$ cat src/rtl/alu_pkg.sv
// Shared types and constants for the sequential ALU controller.
package alu_pkg;

    // Operand/result width used when the instantiating code does not override it.
    localparam int unsigned DefaultWidth = 4;

    typedef enum logic [2:0] {
        OpAnd = 3'b000,
        OpOr  = 3'b001,
        OpXor = 3'b010,
        OpNot = 3'b011,
        OpAdd = 3'b100,
        OpSub = 3'b101,
        OpShl = 3'b110,
        OpShr = 3'b111
    } alu_op_e;

    typedef enum logic [1:0] {
        StIdle,
        StExec,
        StShift,
        StDone
    } alu_state_e;

endpackage

$ cat src/rtl/alu_core.sv
// Combinational single-cycle evaluation of logic, add and subtract ops with flags.
// Shift ops pass A through unchanged; that value is only used for a zero shift amount.
module alu_core
    import alu_pkg::*;
#(
    parameter int unsigned Width = DefaultWidth
) (
    input  alu_op_e          op_i,
    input  logic [Width-1:0] a_i,
    input  logic [Width-1:0] b_i,
    output logic [Width-1:0] result_o,
    output logic             carry_o,
    output logic             zero_o,
    output logic             overflow_o
);

    localparam int unsigned Msb = Width - 1;

    logic [Width:0] sum;
    logic [Width:0] diff;

    // Decode the opcode into result, carry (or borrow) and signed overflow.
    always_comb begin
        sum        = {1'b0, a_i} + {1'b0, b_i};
        // Top bit of the extended difference is the borrow out.
        diff       = {1'b0, a_i} - {1'b0, b_i};
        result_o   = '0;
        carry_o    = 1'b0;
        overflow_o = 1'b0;
        unique case (op_i)
            OpAnd: result_o = a_i & b_i;
            OpOr:  result_o = a_i | b_i;
            OpXor: result_o = a_i ^ b_i;
            OpNot: result_o = ~a_i;
            OpAdd: begin
                result_o   = sum[Width-1:0];
                carry_o    = sum[Width];
                overflow_o = (a_i[Msb] == b_i[Msb]) && (sum[Msb] != a_i[Msb]);
            end
            OpSub: begin
                result_o   = diff[Width-1:0];
                carry_o    = diff[Width];
                overflow_o = (a_i[Msb] != b_i[Msb]) && (diff[Msb] != a_i[Msb]);
            end
            OpShl, OpShr: result_o = a_i;
            default: ;
        endcase
    end

    assign zero_o = (result_o == '0);

endmodule

$ cat src/rtl/alu_seq_ctrl.sv
// Sequential ALU controller: valid/ready command intake, one-cycle execute for
// non-shift ops, bit-serial shifts (one position per cycle), held result until taken.
module alu_seq_ctrl
    import alu_pkg::*;
#(
    parameter int unsigned WIDTH = DefaultWidth
) (
    input  logic             clk,
    input  logic             rst,
    input  logic             in_valid,
    output logic             in_ready,
    input  logic [2:0]       op,
    input  logic [WIDTH-1:0] A,
    input  logic [WIDTH-1:0] B,
    output logic             out_valid,
    input  logic             out_ready,
    output logic [WIDTH-1:0] result,
    output logic             carry,
    output logic             zero,
    output logic             overflow
);

    localparam int unsigned ShW = $clog2(WIDTH);

    alu_state_e       state_q;
    alu_op_e          op_q;
    logic [WIDTH-1:0] a_q;
    logic [WIDTH-1:0] b_q;
    logic [WIDTH-1:0] work_q;
    logic [ShW-1:0]   cnt_q;
    logic [WIDTH-1:0] result_q;
    logic             carry_q;
    logic             zero_q;
    logic             overflow_q;

    logic [WIDTH-1:0] core_result;
    logic             core_carry;
    logic             core_zero;
    logic             core_overflow;

    logic [ShW-1:0]   shamt;
    logic             is_shift;
    logic [WIDTH-1:0] shift_next;
    logic             shift_out;

    assign shamt    = b_q[ShW-1:0];
    assign is_shift = (op_q == OpShl) || (op_q == OpShr);

    alu_core #(
        .Width(WIDTH)
    ) u_core (
        .op_i      (op_q),
        .a_i       (a_q),
        .b_i       (b_q),
        .result_o  (core_result),
        .carry_o   (core_carry),
        .zero_o    (core_zero),
        .overflow_o(core_overflow)
    );

    // One-position shift of the working register and the bit that falls off the end.
    always_comb begin
        shift_next = work_q;
        shift_out  = 1'b0;
        if (op_q == OpShl) begin
            shift_next = work_q << 1;
            shift_out  = work_q[WIDTH-1];
        end else begin
            shift_next = work_q >> 1;
            shift_out  = work_q[0];
        end
    end

    // Control FSM with operand capture, shift counter and registered results.
    always_ff @(posedge clk) begin
        if (rst) begin
            state_q    <= StIdle;
            op_q       <= OpAnd;
            a_q        <= '0;
            b_q        <= '0;
            work_q     <= '0;
            cnt_q      <= '0;
            result_q   <= '0;
            carry_q    <= 1'b0;
            zero_q     <= 1'b0;
            overflow_q <= 1'b0;
        end else begin
            unique case (state_q)
                StIdle: begin
                    if (in_valid) begin
                        op_q    <= alu_op_e'(op);
                        a_q     <= A;
                        b_q     <= B;
                        state_q <= StExec;
                    end
                end
                StExec: begin
                    if (is_shift && (shamt != '0)) begin
                        work_q  <= a_q;
                        cnt_q   <= shamt;
                        state_q <= StShift;
                    end else begin
                        result_q   <= core_result;
                        carry_q    <= core_carry;
                        zero_q     <= core_zero;
                        overflow_q <= core_overflow;
                        state_q    <= StDone;
                    end
                end
                StShift: begin
                    work_q <= shift_next;
                    cnt_q  <= cnt_q - ShW'(1);
                    // Last shift: publish directly so DONE follows the n-th shift edge.
                    if (cnt_q == ShW'(1)) begin
                        result_q   <= shift_next;
                        carry_q    <= shift_out;
                        zero_q     <= (shift_next == '0);
                        overflow_q <= 1'b0;
                        state_q    <= StDone;
                    end
                end
                StDone: begin
                    if (out_ready) begin
                        state_q <= StIdle;
                    end
                end
                default: state_q <= StIdle;
            endcase
        end
    end

    assign in_ready  = (state_q == StIdle);
    assign out_valid = (state_q == StDone);
    assign result    = result_q;
    assign carry     = carry_q;
    assign zero      = zero_q;
    assign overflow  = overflow_q;

endmodule

$ cat config.mk
export PLATFORM = sky130hd
export DESIGN_NAME = alu_seq_ctrl
export DESIGN_NICKNAME = d
export VERILOG_FILES = /design/src/rtl/alu_pkg.sv /design/src/rtl/alu_core.sv /design/src/rtl/alu_seq_ctrl.sv
export SDC_FILE = /design/constraint.sdc
export NUM_CORES = 1
export LEC_CHECK = 0
export CORE_ASPECT_RATIO = 0.5
export CORE_MARGIN = 2
export CORE_UTILIZATION = 35
export DETAILED_ROUTE_END_ITERATION = 7
export GPL_ROUTABILITY_DRIVEN = 1
export SLEW_MARGIN = 20
export SYNTH_ARGS = -nofsm -noshare
export SYNTH_HDL_FRONTEND = slang
export SYNTH_SLANG_ARGS = --single-unit
$ cat constraint.sdc
create_clock -name clk -period 2 [get_ports clk]
set_input_delay 0.4 -clock clk [delete_from_list [all_inputs] [get_ports clk]]
set_output_delay 0.4 -clock clk [all_outputs]
set_load 0.02 [all_outputs]
==> out/metrics.cfg <==
[logic_synthesis]
ys.flop_type=dfxtp_1
synth-seq-area-share_pct=28.5
synth.area.mux_share_pct=3.43
synth_nets=274
synth-seq-cells=26
synth_fa_ha_area_share_pct=13.8
netlist_instances=240
yosysUniqueCellTypes=44
synth_top_family_by_area=simple AND/OR/NAND/NOR gates
synthXorXnorAreaFrac_pct=2.40
yosysWarnings=0
netlist_area_um2=1830
synth-edff-count=0
synth-simple-area-share_pct=22.4
synth_compound_area_share_pct=21.7
async_reset_ff_share_pct=0
avgSynthCellArea_um2=7.61

[timing]
finalSetupViolations=3
layout_min_cycle_time_ns=2.07
max_slew_margin_pct=73.7
finalCritPeriodShare_pct=103
worst_slew_pin_slew_ns=0.391
finalMaxSlewViolations=0
holdWs_ns=0.461
max_freq_ghz=0.484
skew_ns=0.00425
rsz0062_at_grt=yes
hold_violations=0
setup_slack_ns=-0.0675

[finish]
fin_nets=320
area_growth_pct=34.7
fin_cells=354
n_fill_cell=492
drive_gt1_share_pct=20.4
finalCoreUtilization_pct=49.4
mostFrequentLayoutCell=nand2_1
antenna_cells=0
fin_area_um2=2460
layout_common_cells=46 x nand2_1, 30 x buf_4, 22 x a21oi_1, 22 x dfxtp_1, 22 x clkdlybuf4s50_1

[floorplanning]
die_y_um=55.1
dieArea_um2=5840
num_io_pins=24
design.core.area_um2=4980
rows=18
start_util_pct=36.7
die_x_um=106

[detailed_routing]
totalWireLength_um=4850
wl_per_cell_um=13.7
initialDrtViolationCount=113
viasPerCell=5.13
postRouteAntennaNets=0
drtPass1Iterations=4
vias=1816
drc=0

[global_route]
first_global_vias=1664
grt_max_degree=27
grt_pass1_wl_um=7800
track_usage_pct=17.3
overflow=0
antenna_found_initial=0

[worst_setup_path]
worstPathRequired_ns=2.19
cpMostUsedCell=inv_2
crit_buf_inv=2
path_cells=inv_2, ha_4, inv_2, fa_1, and4b_1, a41oi_2, nand3_2, a21oi_2, o211ai_1, a311oi_1
critPathLaunch=a_q[0]$_SDFFE_PP0P_
cp_top_family=compound AO/OA/AOI/OAI gates
crit_path_max_incr_delay_ns=0.44
path_class=reg2reg
r2r.worst_path.cells=10
path_depth=10
slowest_stage=fa_1
critPathLaunchType=register
cp.arrival_ns=2.26
reg2reg_setup_slack_ns=-0.07
cp_max_fo=2
worstSetupEndpointType=register
r2r_start=a_q[0]$_SDFFE_PP0P_

[clock_network]
cts_htree_levels=1
root_buffer=clkbuf_8
cts_sinks=26
clock_latency_ns=0.27
cts_tree=yes
cts.hold.buffers_added=0
cts_buffers=3
cts_max_path_buffers=2
clk_pin_slew_worst_paths_ns=0.09

[placed_design]
port_buffers=23
dp.cells=349
place.gp.congestion=0.871
dp_hpwl_um=3610
dpl_cell_area_um2=2300

[min_path]
min_path_cells=2
hold_path_class=reg2reg
hold_start=overflow$_SDFFE_PP0P_

[power_and_ir_drop]
peakVddDrop_mv=0.399
power_density_nw_per_um2=1100
leakage_nw=0.954

[outcome]
status=finished, violations left
violations=negative setup slack

[run]
drv_cap=0

[final timing paths]
check / end
min reg2reg: overflow$_SDFFE_PP0P_
min: overflow$_SDFFE_PP0P_
max reg2reg: zero$_SDFFE_PP0P_
max: zero$_SDFFE_PP0P_
[state kept, by name, indices dropped and copies added, names as in the netlist]
signal and flops:
overflow 1, zero 1, op_q 3, carry 1, b_q 4, a_q 4, state_q 2, work_q 4
result 4, cnt_q 2
[repair_timing]
item / CTS / global route
buffers inserted: 1 / 1
endpoints found under the setup margin: 5 / 6
pin swaps: 11 / 18
resized for setup: 9 / 14
[cell usage after synthesis, types with 3 or more instances]
cell type / count / area (µm²)
nor3_1: 5 / 25.0
a311oi_1: 6 / 52.6
clkbuf_1: 7 / 26.3
o21ai_0: 9 / 45.0
mux2i_1: 4 / 40.0
ha_1: 17 / 213
o211ai_1: 7 / 52.6
nand3_1: 6 / 30.0
buf_4: 3 / 22.5
or3_1: 3 / 18.8
inv_1: 21 / 78.8
nand2_1: 46 / 173
xnor2_1: 4 / 35.0
a21oi_1: 25 / 125
nor2_1: 13 / 48.8
dfxtp_1: 26 / 521
[metal layers]
| layer | share of wire [%] | track usage (%) |
|---|---|---|
| met5 | 0 | 0 |
| met2 | 44 | 28.8 |
| met3 | 5.1 | 3.63 |
| met1 | 50 | 23.5 |
| met4 | 0.70 | 4.39 |
[through the flow]
step	setup WS [ns]	setup TNS, ns	power, mW
floorplan	0.00276	0	1.76
global placement	-0.0350	-0.0591	2.26
detailed placement	-0.152	-0.273	2.31
CTS	-0.103	-0.224	2.63
global route	-0.201	-0.463	2.96
finish	-0.0675	-0.100	2.71
[power breakdown]
| part | total (mW) | switching (mW) | internal [mW] | leakage (nW) |
|---|---|---|---|---|
| sequential | 0.754 | 0.115 | 0.639 | 0.215 |
| combinational | 1.66 | 0.911 | 0.745 | 0.718 |
| clock | 0.304 | 0.168 | 0.135 | 0.0216 |
[cell type report]
class                           instances  area [µm²]  share of cell area [%]
Clock buffer                            3        41.3                    1.68
Inverter                               22        82.6                    3.36
Multi-Input combinational cell        180        1260                    51.3
Sequential cell                        26         531                    21.6
Tap cell                               70        87.6                    3.56
Timing Repair Buffer                   53         454                    18.5
[kinds of logic after synthesis]
logic type,count (synthesis)
and+or+nand+nor,89
AOI/OAI and AO/OA,62
DFF,26
adders and majority gates,19
xor gates and xnor gates,5
muxes,5
buffers and inverters,34
[tightest hold or removal path, delay by kind of cell (launching register included)]
family | cells | cell delay [ns]
flops | 1 | 0.32
simple gates | 1 | 0.05
compound gates | 1 | 0.05
Note: power is estimated with default switching activity, not from simulation.
==> edit 1, RTL diff (config.mk and constraints unchanged) <==
`DefaultWidth`: 4 -> 8.
--- a/src/rtl/alu_pkg.sv
+++ b/src/rtl/alu_pkg.sv
@@ -3,5 +3,5 @@
 
     // Operand/result width used when the instantiating code does not override it.
-    localparam int unsigned DefaultWidth = 4;
+    localparam int unsigned DefaultWidth = 8;
 
     typedef enum logic [2:0] {
Interface: changed (resized A, B and result); port bits go from 24 to 36. The function was not compared with the original's and may differ.
==> edit 1 against the unedited design <==
The run still ends with setup timing left; die area grew 78%; clock power grew to 3.3 times the old value; power rose by 130%; largest cell class unchanged; combinational power grew 140%; critical path type unchanged; cell count up 100%; sequential cell count up 17; setup slack got worse by 0.33 ns; via count is 110% higher; count of clock-buffer cells in the layout up 2; synthesized area is 84% higher; first-iteration DRC count grew to 3.4 times the old value; routed wire length increased by 140%; design area is 110% higher; hold slack lost 0.0061 ns.
==> edit 1: results (changes against the unedited design) <==
Run status
  • Status: finished, violations left (unchanged)
  • Violated checks: setup timing (unchanged)

Final layout
  • Final nets: 641 (was 320)

Power and ir drop
  • Switching Fraction: 42.46% (was 44.01%)
  • Internal Pwr Total: 3.527 mW (was 1.520 mW)

Clock network
  • CTS Buf Count: 5 (was 3)
  • Clock slew at the register clock pins of the worst setup and hold paths: 0.07 ns (was 0.09 ns)
  • CTS H-Tree Depth: 2 (was 1)

Drt
  • Metal3 WL: 670 um (was 248 um)
  • Iteration-0 DRC Markers: 380 (was 113)
  • Total detailed-routing wirelength: 11560 um (was 4845 um)
  • Met1 wire length: 6015 um (was 2442 um)
  • Vias per cell: 5.328 (was 5.130)

Synthesis
  • Synthesized Nets: 512 (was 274)
  • Number of distinct library cells after synthesis: 63 (was 44)
  • Top cells by area in the synthesized netlist: dfxtp_1 26%, ha_1 11%, nand2_1 9.9% (was dfxtp_1 29%, ha_1 12%, nand2_1 9.5%)
  • Post-Syn Area per Cell: 7.332 sq um (was 7.606 sq um)

Global routing
  • Vias in the first global route: 3483 (was 1664)
  • First-pass GRT wire length: 18410 um (was 7797 um)
  • Largest net degree at the start of global routing: 33 (was 27)

Place
  • # placed instances: 686 (was 349)
  • Final estimated routing congestion in global placement: 0.9276 (was 0.8707)
  • Placement-stage worst setup slack: -0.4272 ns (was -0.1516 ns)
  • # port buffers: 35 (was 23)
  • Total cell area at the placement stage: 4596 sq um (was 2297 sq um)
  • Half-perimeter wire length after placement: 8600 um (was 3608 um)

Timing
  • Headroom to the max-slew limit: 73.43% (was 73.72%)
  • Setup TNS: -2.262 ns (was -0.1004 ns)
  • Clock skew: 0.006176 ns (was 0.004250 ns)
  • # setup viols final: 10 (was 3)
  • Final setup slack of the worst path: -0.3946 ns (was -0.06750 ns)

Setup path
  • Largest fanout on the critical path: 3 (was 2)
-- edit 1: area by class of cell --
type / count / share of cell area (%)
multi-input cells: 354 / 49.11
repair buffers: 150 / 25.23
flip-flops and latches: 43 / 17.05
well taps: 121 / 2.927
clock buffers: 5 / 2.419
inverters: 32 / 2.371
clock inverters: 3 / 0.8950
-- edit 1: worst max-delay path, stage by stage, from the launching register on --
cell and delay, ns:
dfxtp_2 0.35, inv_2 0.06, ha_4 0.16, fa_2 0.51
or3b_4 0.11, a21boi_2 0.04, or4_4 0.49, buf_4 0.15
buf_6 0.10, buf_6 0.10, buf_6 0.10, nand3_2 0.06
a21oi_2 0.05
-- edit 1: path summary, 6_finish.rpt --
check,startpoint,endpoint,slack [ns],cells after the start
setup / recovery,a_q[0],result[1],-0.39,12
setup reg to reg,a_q[0],result[1],-0.39,12
hold reg to reg,result[3],result[3],0.45,2
hold / removal,result[3],result[3],0.45,2
-- edit 1: timing repair --
action / in CTS / in global routing
buffers inserted: 9 / 6
setup endpoints to repair: 17 / 16
hold buffers: 0 / 0
pin swaps: 21 / 22
resized for setup: 35 / 34
hold endpoints to repair: 0 / 0
-- edit 1: cells by family (layout without fill, tap and decap cells) --
| group | Yosys count | count (layout) | synth area share (%) |
|---|---|---|---|
| fa+ha+maj | 32 | 32 | 12.40 |
| mux | 7 | 7 | 2.129 |
| xor+xnor | 4 | 4 | 1.046 |
| buf+inv | 60 | 190 | 7.430 |
| compound gates | 136 | 136 | 27.07 |
| simple gates | 175 | 175 | 24.24 |
| flops | 43 | 43 | 25.69 |
-- edit 1: per-layer routing --
metal | GRT usage [%] | vias up
met1 | 34.51 | 1800
met2 | 33.39 | 82
met4 | 5.391 | 0
met3 | 4.199 | 9
li1 | - | 1881
met5 | 0 | -
==> edit 2, RTL diff (same flow settings) <==
Without the edit above. Reset style: asynchronous (`rst`), changed in one clocked block.
--- a/src/rtl/alu_seq_ctrl.sv
+++ b/src/rtl/alu_seq_ctrl.sv
@@ -73,5 +73,5 @@
 
     // Control FSM with operand capture, shift counter and registered results.
-    always_ff @(posedge clk) begin
+    always_ff @(posedge clk or posedge rst) begin
         if (rst) begin
             state_q    <= StIdle;
Formal check against the unedited RTL: differs if rst is asserted again (counterexample within 4 cycles, from zero or initial values and one cycle with rst high); with rst held inactive, the same outputs for 10 cycles.
==> edit 2 against the unedited design <==
Synthesized area rose by 8.2%; critical endpoint is now result[2]; the run still ends with setup timing left; routed wire length is 3.3% lower; die area is 7.7% higher; via count down 8.8%; setup slack worse by 0.060 ns; sequential cell count stayed put; design area rose by 6.6%; non-clock buffer count increased by 2; clock skew is 0.0012 ns lower; utilization fell by 1.5 points.
Power is not compared: it rests on default switching activity, and its combinational part moved more than twofold at a synthesized area within 25%.
==> edit 2: results (changes against the unedited design) <==
Run status
  • Status: finished, violations left (unchanged)
  • Violated checks: setup timing (unchanged)

Synthesis
  • Top cells by area in the synthesized netlist: dfrtp_1 33%, ha_1 11%, mux2_2 8.0% (was dfxtp_1 29%, ha_1 12%, nand2_1 9.5%)
  • Synthesized Nets: 239 (was 274)
  • Number of distinct library cells after synthesis: 43 (was 44)
  • Adder-cell share of the synthesized area: 12.80% (was 13.85%)
  • Multiplexer share of the synthesized area: 13.81% (was 3.427%)
  • Largest area contributor in the synthesized netlist: dfrtp_1 (was dfxtp_1)
  • Post-Syn Area per Cell: 9.631 sq um (was 7.606 sq um)
  • Synthesized-area fraction occupied by ao, oa, aoi and oai cells: 18.00% (was 21.66%)
  • Synth Area in XOR/XNOR: 0.4436% (was 2.399%)
  • Fraction of synthesis flops using an asynchronous set or reset pin: 100.0% (was 0%)
  • Most common library cells after synthesis: 27 x inv_1, 26 x dfrtp_1, 23 x o21ai_0 (was 46 x nand2_1, 26 x dfxtp_1, 25 x a21oi_1)

Final layout
  • Final nets: 288 (was 320)
  • Post-Layout Cell Count: 326 (was 354)
  • Fraction of final layout cells sized beyond drive strength 1: 31.62% (was 20.42%)

Global routing
  • Antenna violations before repair: 0 (unchanged)
  • First-pass GRT wire length: 7831 um (was 7797 um)
  • All-Layer GR Usage: 16.12% (was 17.35%)
  • Vias in the first global route: 1592 (was 1664)

Setup path
  • Slowest-stage cell, CP: mux4_2 (was fa_1)
  • Largest fanout on the critical path: 3 (was 2)
  • Gate family responsible for the most delay along the worst path: multiplexers (was compound AO/OA/AOI/OAI gates)
  • Maximum cell stage delay along the critical path: 0.48 ns (was 0.44 ns)

Timing
  • Final setup slack of the worst path: -0.1273 ns (was -0.06750 ns)
  • Clock skew: 0.003052 ns (was 0.004250 ns)
  • Setup TNS: -0.2772 ns (was -0.1004 ns)
  • Slew of the pin with the lowest slew margin: 0.5782 ns (was 0.3907 ns)
  • # setup viols final: 3 (unchanged)

Drt
  • Iteration-0 DRC Markers: 108 (was 113)
  • Drt pass-1 iters: 4 (unchanged)
  • Routed len/inst: 14.37 um (was 13.69 um)
  • Count of vias placed by the detailed router: 1657 (was 1816)

Place
  • # placed instances: 317 (was 349)
  • Placement-stage worst setup slack: -0.1359 ns (was -0.1516 ns)
  • Final estimated routing congestion in global placement: 0.8337 (was 0.8707)
  • Total cell area at the placement stage: 2414 sq um (was 2297 sq um)
  • Half-perimeter wire length after placement: 3473 um (was 3608 um)

Clock network
  • CTS H-Tree Depth: 1 (unchanged)
  • Post-CTS setup repair buffer count: 2 (was 1)
  • Post-CTS resize count: 10 (was 9)
  • Clock root buffer master: clkbuf_16 (was clkbuf_8)
  • Clock slew at the register clock pins of the worst setup and hold paths: 0.07 ns (was 0.09 ns)
  • Clock latency of the later-clocked register in the worst-skew pair: 0.26 ns

Hold path
  • Worst min-delay path class: input port to async pin (was flip-flop to flip-flop)
[edit 2: layout make-up]
cell class                 count  area, sq um
multi-input combinational    141         1199
timing repair buffer          55        485.5
sequential                    26        651.9
fill                         534         2848
clock buffer                   4        88.84
tap                           73        91.34
inverter                      27        103.9
[edit 2: routing by layer]
| layer | track usage, % | routed length, um |
|---|---|---|
| met5 | 0 | 0 |
| met2 | 24.63 | 2034 |
| met1 | 23.53 | 2312 |
| met4 | 3.929 | 83 |
| met3 | 3.314 | 255 |
[edit 2: path summary, 6_finish.rpt]
kind                            cells after the start  startpoint   endpoint  slack (ns)
max in group asynchronous                           3         rst     a_q[1]        1.24
worst min-delay path                                3         rst    op_q[0]        0.49
worst max-delay path                                8      a_q[0]  result[2]       -0.13
worst min register to register                      2    cnt_q[1]   cnt_q[1]        0.49
worst max register to register                      8      a_q[0]  result[2]       -0.13
min in group clk                                    2    cnt_q[1]   cnt_q[1]        0.49
